$ cat src/rtl/alu_pkg.sv
// Shared ALU / execute-stage definitions.
//
// Contents:
//   DATA_W, REG_IDX_W, ALU_OP_W  - datapath, register-index and opcode widths
//   ALU_ADD .. ALU_SLL           - ALU operation codes (6 and 7 are unused and
//                                  produce 0 in the ALU)
//   ex_payload_t                 - instruction payload carried into EX, reused
//                                  by the ALU and the EX/MEM register
//   skid_state_e                 - occupancy of a 2-entry skid register,
//                                  encoded as {main_valid, skid_valid}
//   wb_enable()                  - writeback enable with the x0 rule applied
package alu_pkg;

  localparam int unsigned DATA_W    = 32;
  localparam int unsigned REG_IDX_W = 5;
  localparam int unsigned ALU_OP_W  = 3;

  localparam logic [ALU_OP_W-1:0] ALU_ADD = 3'd0;
  localparam logic [ALU_OP_W-1:0] ALU_SUB = 3'd1;
  localparam logic [ALU_OP_W-1:0] ALU_AND = 3'd2;
  localparam logic [ALU_OP_W-1:0] ALU_OR  = 3'd3;
  localparam logic [ALU_OP_W-1:0] ALU_XOR = 3'd4;
  localparam logic [ALU_OP_W-1:0] ALU_SLL = 3'd5;

  typedef struct packed {
    logic [DATA_W-1:0]    a;
    logic [DATA_W-1:0]    b;
    logic [ALU_OP_W-1:0]  alu_op;
    logic [REG_IDX_W-1:0] rd;
    logic                 reg_write;
  } ex_payload_t;

  // Bit 1 is main_valid, bit 0 is skid_valid; 2'b01 is never reached.
  typedef enum logic [1:0] {
    StEmpty = 2'b00,
    StFull  = 2'b10,
    StSkid  = 2'b11
  } skid_state_e;

  // Writes to x0 are architecturally discarded, so drop the enable at capture.
  function automatic logic wb_enable(input logic [REG_IDX_W-1:0] rd,
                                     input logic                 reg_write);
    return reg_write && (rd != '0);
  endfunction

endpackage

$ cat src/rtl/ex_payload_reg.sv
// Payload register with load enable and asynchronous active-high reset.
//
// Ports:
//   clk    - clock, captures on rising edge
//   reset  - asynchronous active-high reset, clears q to 0
//   load   - capture d on the next rising edge
//   d      - next payload value
//   q      - held payload
module ex_payload_reg #(
  parameter int unsigned W = 1
) (
  input  logic         clk,
  input  logic         reset,
  input  logic         load,
  input  logic [W-1:0] d,
  output logic [W-1:0] q
);

  always_ff @(posedge clk or posedge reset) begin
    if (reset) begin
      q <= '0;
    end else if (load) begin
      q <= d;
    end
  end

endmodule

$ cat src/rtl/id_ex_skid_reg.sv
// ID/EX pipeline register feeding the ALU, with a 2-entry skid buffer.
//
// The upstream ready is derived from registered occupancy and flush only, so
// back-pressure from EX never forms a combinational path back into decode,
// while the second (skid) entry still allows one instruction per cycle.
//
// Ports:
//   clk, reset            - clock; asynchronous active-high reset
//   flush                 - synchronous squash of all held entries
//   in_valid / in_ready   - decode-side handshake
//   in_a, in_b            - ALU operands
//   in_alu_op             - ALU operation code (passed through unmodified)
//   in_rd, in_reg_write   - writeback tag; enable forced to 0 for x0
//   out_valid / out_ready - EX-side handshake
//   out_a .. out_reg_write- held instruction toward ALU/EX
//   stall_cycles          - saturating count of downstream stall cycles
module id_ex_skid_reg
  import alu_pkg::*;
#(
  parameter int unsigned DATA_W = 32,
  parameter int unsigned OP_W   = 3,
  parameter int unsigned CNT_W  = 16
) (
  input  logic                 clk,
  input  logic                 reset,
  input  logic                 flush,

  input  logic                 in_valid,
  output logic                 in_ready,
  input  logic [DATA_W-1:0]    in_a,
  input  logic [DATA_W-1:0]    in_b,
  input  logic [OP_W-1:0]      in_alu_op,
  input  logic [REG_IDX_W-1:0] in_rd,
  input  logic                 in_reg_write,

  output logic                 out_valid,
  input  logic                 out_ready,
  output logic [DATA_W-1:0]    out_a,
  output logic [DATA_W-1:0]    out_b,
  output logic [OP_W-1:0]      out_alu_op,
  output logic [REG_IDX_W-1:0] out_rd,
  output logic                 out_reg_write,

  output logic [CNT_W-1:0]     stall_cycles
);

  // Flattened payload: {a, b, alu_op, rd, reg_write}, same order as ex_payload_t.
  localparam int unsigned PW = 2 * DATA_W + OP_W + REG_IDX_W + 1;

  skid_state_e state_q;

  logic          main_valid;
  logic          skid_valid;
  logic          accept;
  logic          fire;

  logic [PW-1:0] in_payload;
  logic [PW-1:0] main_d;
  logic [PW-1:0] main_q;
  logic [PW-1:0] skid_q;
  logic          load_main;
  logic          load_skid;

  logic [CNT_W-1:0] stall_q;

  assign main_valid = state_q[1];
  assign skid_valid = state_q[0];

  // ---------------------------------------------------------------------------
  // Handshake
  // ---------------------------------------------------------------------------
  assign in_ready  = !reset && !skid_valid && !flush;
  assign out_valid = main_valid;
  assign accept    = in_valid && in_ready;
  assign fire      = main_valid && out_ready;

  assign in_payload = {in_a, in_b, in_alu_op, in_rd, wb_enable(in_rd, in_reg_write)};

  // ---------------------------------------------------------------------------
  // Payload load control. Flush suppresses loads: entries are discarded anyway,
  // and keeping main untouched avoids needless toggling on squash.
  // ---------------------------------------------------------------------------
  always_comb begin
    load_main = 1'b0;
    load_skid = 1'b0;
    main_d    = in_payload;
    if (!flush) begin
      case (state_q)
        StEmpty: begin
          load_main = accept;
        end
        StFull: begin
          if (accept && fire) begin
            load_main = 1'b1;
          end else if (accept) begin
            load_skid = 1'b1;
          end
        end
        StSkid: begin
          // Older entry leaves; promote the skid entry to keep FIFO order.
          if (fire) begin
            load_main = 1'b1;
            main_d    = skid_q;
          end
        end
        default: begin
          load_main = 1'b0;
        end
      endcase
    end
  end

  // ---------------------------------------------------------------------------
  // Occupancy FSM
  // ---------------------------------------------------------------------------
  always_ff @(posedge clk or posedge reset) begin
    if (reset) begin
      state_q <= StEmpty;
    end else if (flush) begin
      state_q <= StEmpty;
    end else begin
      case (state_q)
        StEmpty: begin
          if (accept) state_q <= StFull;
        end
        StFull: begin
          if (accept && !fire) begin
            state_q <= StSkid;
          end else if (!accept && fire) begin
            state_q <= StEmpty;
          end
        end
        StSkid: begin
          if (fire) state_q <= StFull;
        end
        default: begin
          state_q <= StEmpty;
        end
      endcase
    end
  end

  // A skid entry without a main entry would break FIFO ordering.
  always @(posedge clk) begin
    if (!reset) begin
      assert (!(skid_valid && !main_valid));
    end
  end

  // ---------------------------------------------------------------------------
  // Payload storage
  // ---------------------------------------------------------------------------
  ex_payload_reg #(
    .W (PW)
  ) u_main (
    .clk   (clk),
    .reset (reset),
    .load  (load_main),
    .d     (main_d),
    .q     (main_q)
  );

  ex_payload_reg #(
    .W (PW)
  ) u_skid (
    .clk   (clk),
    .reset (reset),
    .load  (load_skid),
    .d     (in_payload),
    .q     (skid_q)
  );

  assign {out_a, out_b, out_alu_op, out_rd, out_reg_write} = main_q;

  // ---------------------------------------------------------------------------
  // Downstream stall counter: saturates, cleared only by reset.
  // ---------------------------------------------------------------------------
  always_ff @(posedge clk or posedge reset) begin
    if (reset) begin
      stall_q <= '0;
    end else if (main_valid && !out_ready && !flush && (stall_q != '1)) begin
      stall_q <= stall_q + CNT_W'(1);
    end
  end

  assign stall_cycles = stall_q;

endmodule

$ cat config.mk
export PLATFORM = sky130hd
export DESIGN_NAME = id_ex_skid_reg
export DESIGN_NICKNAME = d
export VERILOG_FILES = /design/src/rtl/alu_pkg.sv /design/src/rtl/ex_payload_reg.sv /design/src/rtl/id_ex_skid_reg.sv
export SDC_FILE = /design/constraint.sdc
export NUM_CORES = 1
export LEC_CHECK = 0
export CAP_MARGIN = 20
export CORE_ASPECT_RATIO = 0.8
export CORE_MARGIN = 2
export CORE_UTILIZATION = 54
export CTS_CLUSTER_SIZE = 30
export DETAILED_ROUTE_END_ITERATION = 6
export PLACE_DENSITY = 0.82
export RECOVER_POWER = 25
export SYNTH_ARGS = -nofsm -noshare
export SYNTH_HDL_FRONTEND = slang
export SYNTH_SLANG_ARGS = --single-unit
$ cat constraint.sdc
create_clock -name clk -period 15.7 [get_ports clk]
set_input_delay 3.14 -clock clk [delete_from_list [all_inputs] [get_ports clk]]
set_output_delay 3.14 -clock clk [all_outputs]
set_load 0.005 [all_outputs]
==> impl_metrics.py <==
metrics = {
    "outcome": {
        "run_status": "finished, violations left",
        "violations": "capacitance limit, slew limit",
    },
    "setup_path": {
        "crit_required_ns": 12.56,
        "rrSetupSlack_ns": 12.33,
        "critPathMaxFanout": 8,
        "reg2reg_depth": 7,
        "cp-startpoint": "flush",
        "worstSetupEndpoint": "in_ready",
        "critPathMaxStageDelay_ns": 0.69,
        "crit_path_end_kind": "output port",
        "crit_type": "input pin to output port",
        "worstPathArrival_ns": 4.59,
        "critical_path.cell_chain": "dlygate4sd3_1 -> nor3_1 -> clkdlybuf4s50_1",
        "start_kind": "input pin",
        "reg2reg_to": "u_main.q[61]",
        "r2r-start": "state_q[0]",
        "slowest_stage": "dlygate4sd3_1",
    },
    "grt": {
        "grt_pass1_wl_mm": 24.5,
        "track_usage_pct": 21.7,
        "grt_antenna_before_repair": 1,
        "grt.overflow.total": 0,
        "grt_pass1_vias": 4888,
        "grt_max_degree": 84,
    },
    "clock_network": {
        "cts_max_level": 4,
        "hold_buffers": 0,
        "cts.sinks": 164,
        "numCtsBuffers": 17,
        "cts_buffer_depth": 2,
        "cts_tree": "done",
        "clock_latency_ns": 0.42,
        "cts-root-buf": "clkbuf_16",
        "clkTransAtPathRegs_ns": 0.06,
        "cts_resized": 0,
        "cts_setup_buffers": 0,
    },
    "floorplan": {
        "die_h_um": 108,
        "num_rows": 38,
        "die-area_sq_um": 14500,
        "start_util_pct": 54.6,
        "core_sq_um": 13400,
        "die_w_um": 134,
        "io_pins": 169,
    },
    "timing": {
        "slew_violations": 84,
        "tns_ns": 0,
        "fin_skew_ns": 0.00932,
        "hold_viol_final": 0,
        "period_share_pct": 49.2,
        "hold_slack_ns": 0.485,
        "setup_violations": 0,
        "max_slew_margin_pct": -140,
        "rsz0062_at_grt": "no",
        "max_freq_mhz": 129,
        "period_minus_slack_ns": 7.73,
        "worst_slew_pin_slew_ns": 3.58,
    },
    "detailed_routing": {
        "ant_nets": 0,
        "met1_length_mm": 6.97,
        "drc": 0,
        "drt-total-wl_mm": 15.2,
        "dr_wl_met2_mm": 7.15,
        "drt_iter0_drc": 237,
        "wire_per_inst_um": 17.9,
        "top_layer": "met4",
        "first_pass_iters": 4,
        "vias": 4596,
        "wl_met3_um": 909,
        "via_per_inst": 5.41,
    },
    "layout": {
        "seqCellArea_sq_um": 4100,
        "multiInputGateArea_sq_um": 3050,
        "nNetsFinal": 739,
        "fin_util_pct": 73.1,
        "area_growth_pct": 33.8,
        "layout-drive-gt1-share_pct": 36.0,
        "fill_cells": 873,
    },
    "yosys": {
        "avgSynthCellArea_sq_um": 15.0,
        "yosysWarnings": 0,
        "yosysTopAreaCellShare_pct": 56.1,
        "syn_area_sq_um": 7320,
        "yosysTopAreaCell": "dfrtp_1",
        "synth.net_count": 572,
        "ys.flop_type": "dfrtp_1",
        "yosysMostFrequentCell": "mux2_2",
        "yosysUniqueCellTypes": 38,
        "synth_edf_count": 0,
        "synth-seq-cells": 164,
        "synth_area_leaders": "dfrtp_1 (56%), mux2_2 (31%), mux2_1 (2.5%)",
        "synth_common_cells": "mux2_2 (202), dfrtp_1 (164), mux2_1 (16), clkbuf_1 (13)",
        "seq_area_frac_synth_pct": 56.1,
        "netlist_instances": 489,
        "async_flop_share_pct": 100,
    },
    "flow_run": {
        "maxCapViolCount": 1,
    },
    "pwr": {
        "leakagePower_uw": 0.00418,
        "combPwrFrac_pct": 29.1,
        "power.total_uw": 1650,
        "power_density_nw_per_um2": 169,
        "p_sw_uw": 414,
        "ir_drop_uv": 108,
        "swShare_pct": 25.0,
        "clkPwrFrac_pct": 26.9,
        "sequentialPowerShare_pct": 44.0,
        "internal_power_uw": 1240,
    },
    "placed_design": {
        "place.gp.congestion": 0.763,
        "hpwl_mm": 9.88,
        "io_buffer_count": 168,
    },
    "min_path": {
        "hold_path_class": "flip-flop to flip-flop",
    },
}
metal layers:
layer  GRT usage, %  vias to the layer above
met4           6.84                        0
met2           34.7                      115
met1           28.9                     2351
li1               -                     2113
met5              0                        -
met3           6.42                       17
stage by stage:
step | area [sq um] | std cells | worst slack, ns
global placement | 9110 | 815 | 8.01
detailed placement | 9140 | 816 | 8.01
finish | 9800 | 850 | 7.97
global route | 9790 | 849 | 7.89
CTS | 9770 | 848 | 8.02
floorplan | 7320 | 489 | 8.13
cell families after synthesis:
logic type	share of synthesized area [%]
AOI/OAI and AO/OA	2.21
xor gates and xnor gates	1.56
adders and majority gates	0.855
buffers and inverters	2.41
DFF	56.1
muxes	33.9
and+or+nand+nor	2.96
state kept, by name, summed over array words and instances, names as in the netlist:
name and count:
u_skid.q 73, state_q 2, stall_cycles 16, u_main.q 73
worst max-delay path: cells and delay by family:
family	cells	cell delay, ns
buffers and inverters	2	1.21
AND/OR/NAND/NOR	1	0.23
worst min-delay path by stage:
stage / from / to / slack, ns / cells past startpoint
after floorplan: u_skid.q[0] / u_skid.q[0] / 0.45 / 2
after global placement: u_skid.q[0] / u_skid.q[0] / 0.47 / 2
after detailed placement: u_main.q[20] / u_main.q[20] / 0.47 / 1
after CTS: u_main.q[20] / u_main.q[20] / 0.49 / 1
after global routing: u_main.q[34] / u_main.q[34] / 0.51 / 1
final: u_main.q[20] / u_main.q[20] / 0.49 / 1
power groups by stage:
stage / Combinational [uW] / Clock, uW / Sequential (uW)
floorplan: 213 / 0 / 711
global route: 520 / 472 / 750
finish: 482 / 445 / 728
global placement: 469 / 0 / 716
detailed placement: 486 / 0 / 730
CTS: 490 / 452 / 727
cell type report:
cell class / count / area share, %
antenna: 1 / 0.0255
clock buffer: 22 / 4.64
clock inverter: 10 / 1.83
inverter: 6 / 0.243
multi-input combinational: 294 / 31.2
sequential: 164 / 41.9
tap: 180 / 2.30
timing repair buffer: 173 / 17.9
placed cells by master, fill, tap and decap left out, types with 3 or more instances in the layout:
master             n
a211oi_1           3
a21oi_1            3
a31oi_1            3
and4_1             3
bufinv_16          5
clkbuf_1           5
clkbuf_16         17
clkdlybuf4s50_1  163
clkinv_2           4
dfrtp_1          164
dlygate4sd3_1      5
ha_1               5
inv_1              5
mux2_1            16
mux2_2           202
mux2i_1            3
nand2_1            6
nand3_1            4
nand4_1            4
nor3_1             3
o21ai_0            3
xnor2_1            5
xor2_1             8
No activity file was read; power rests on OpenSTA's default activity.
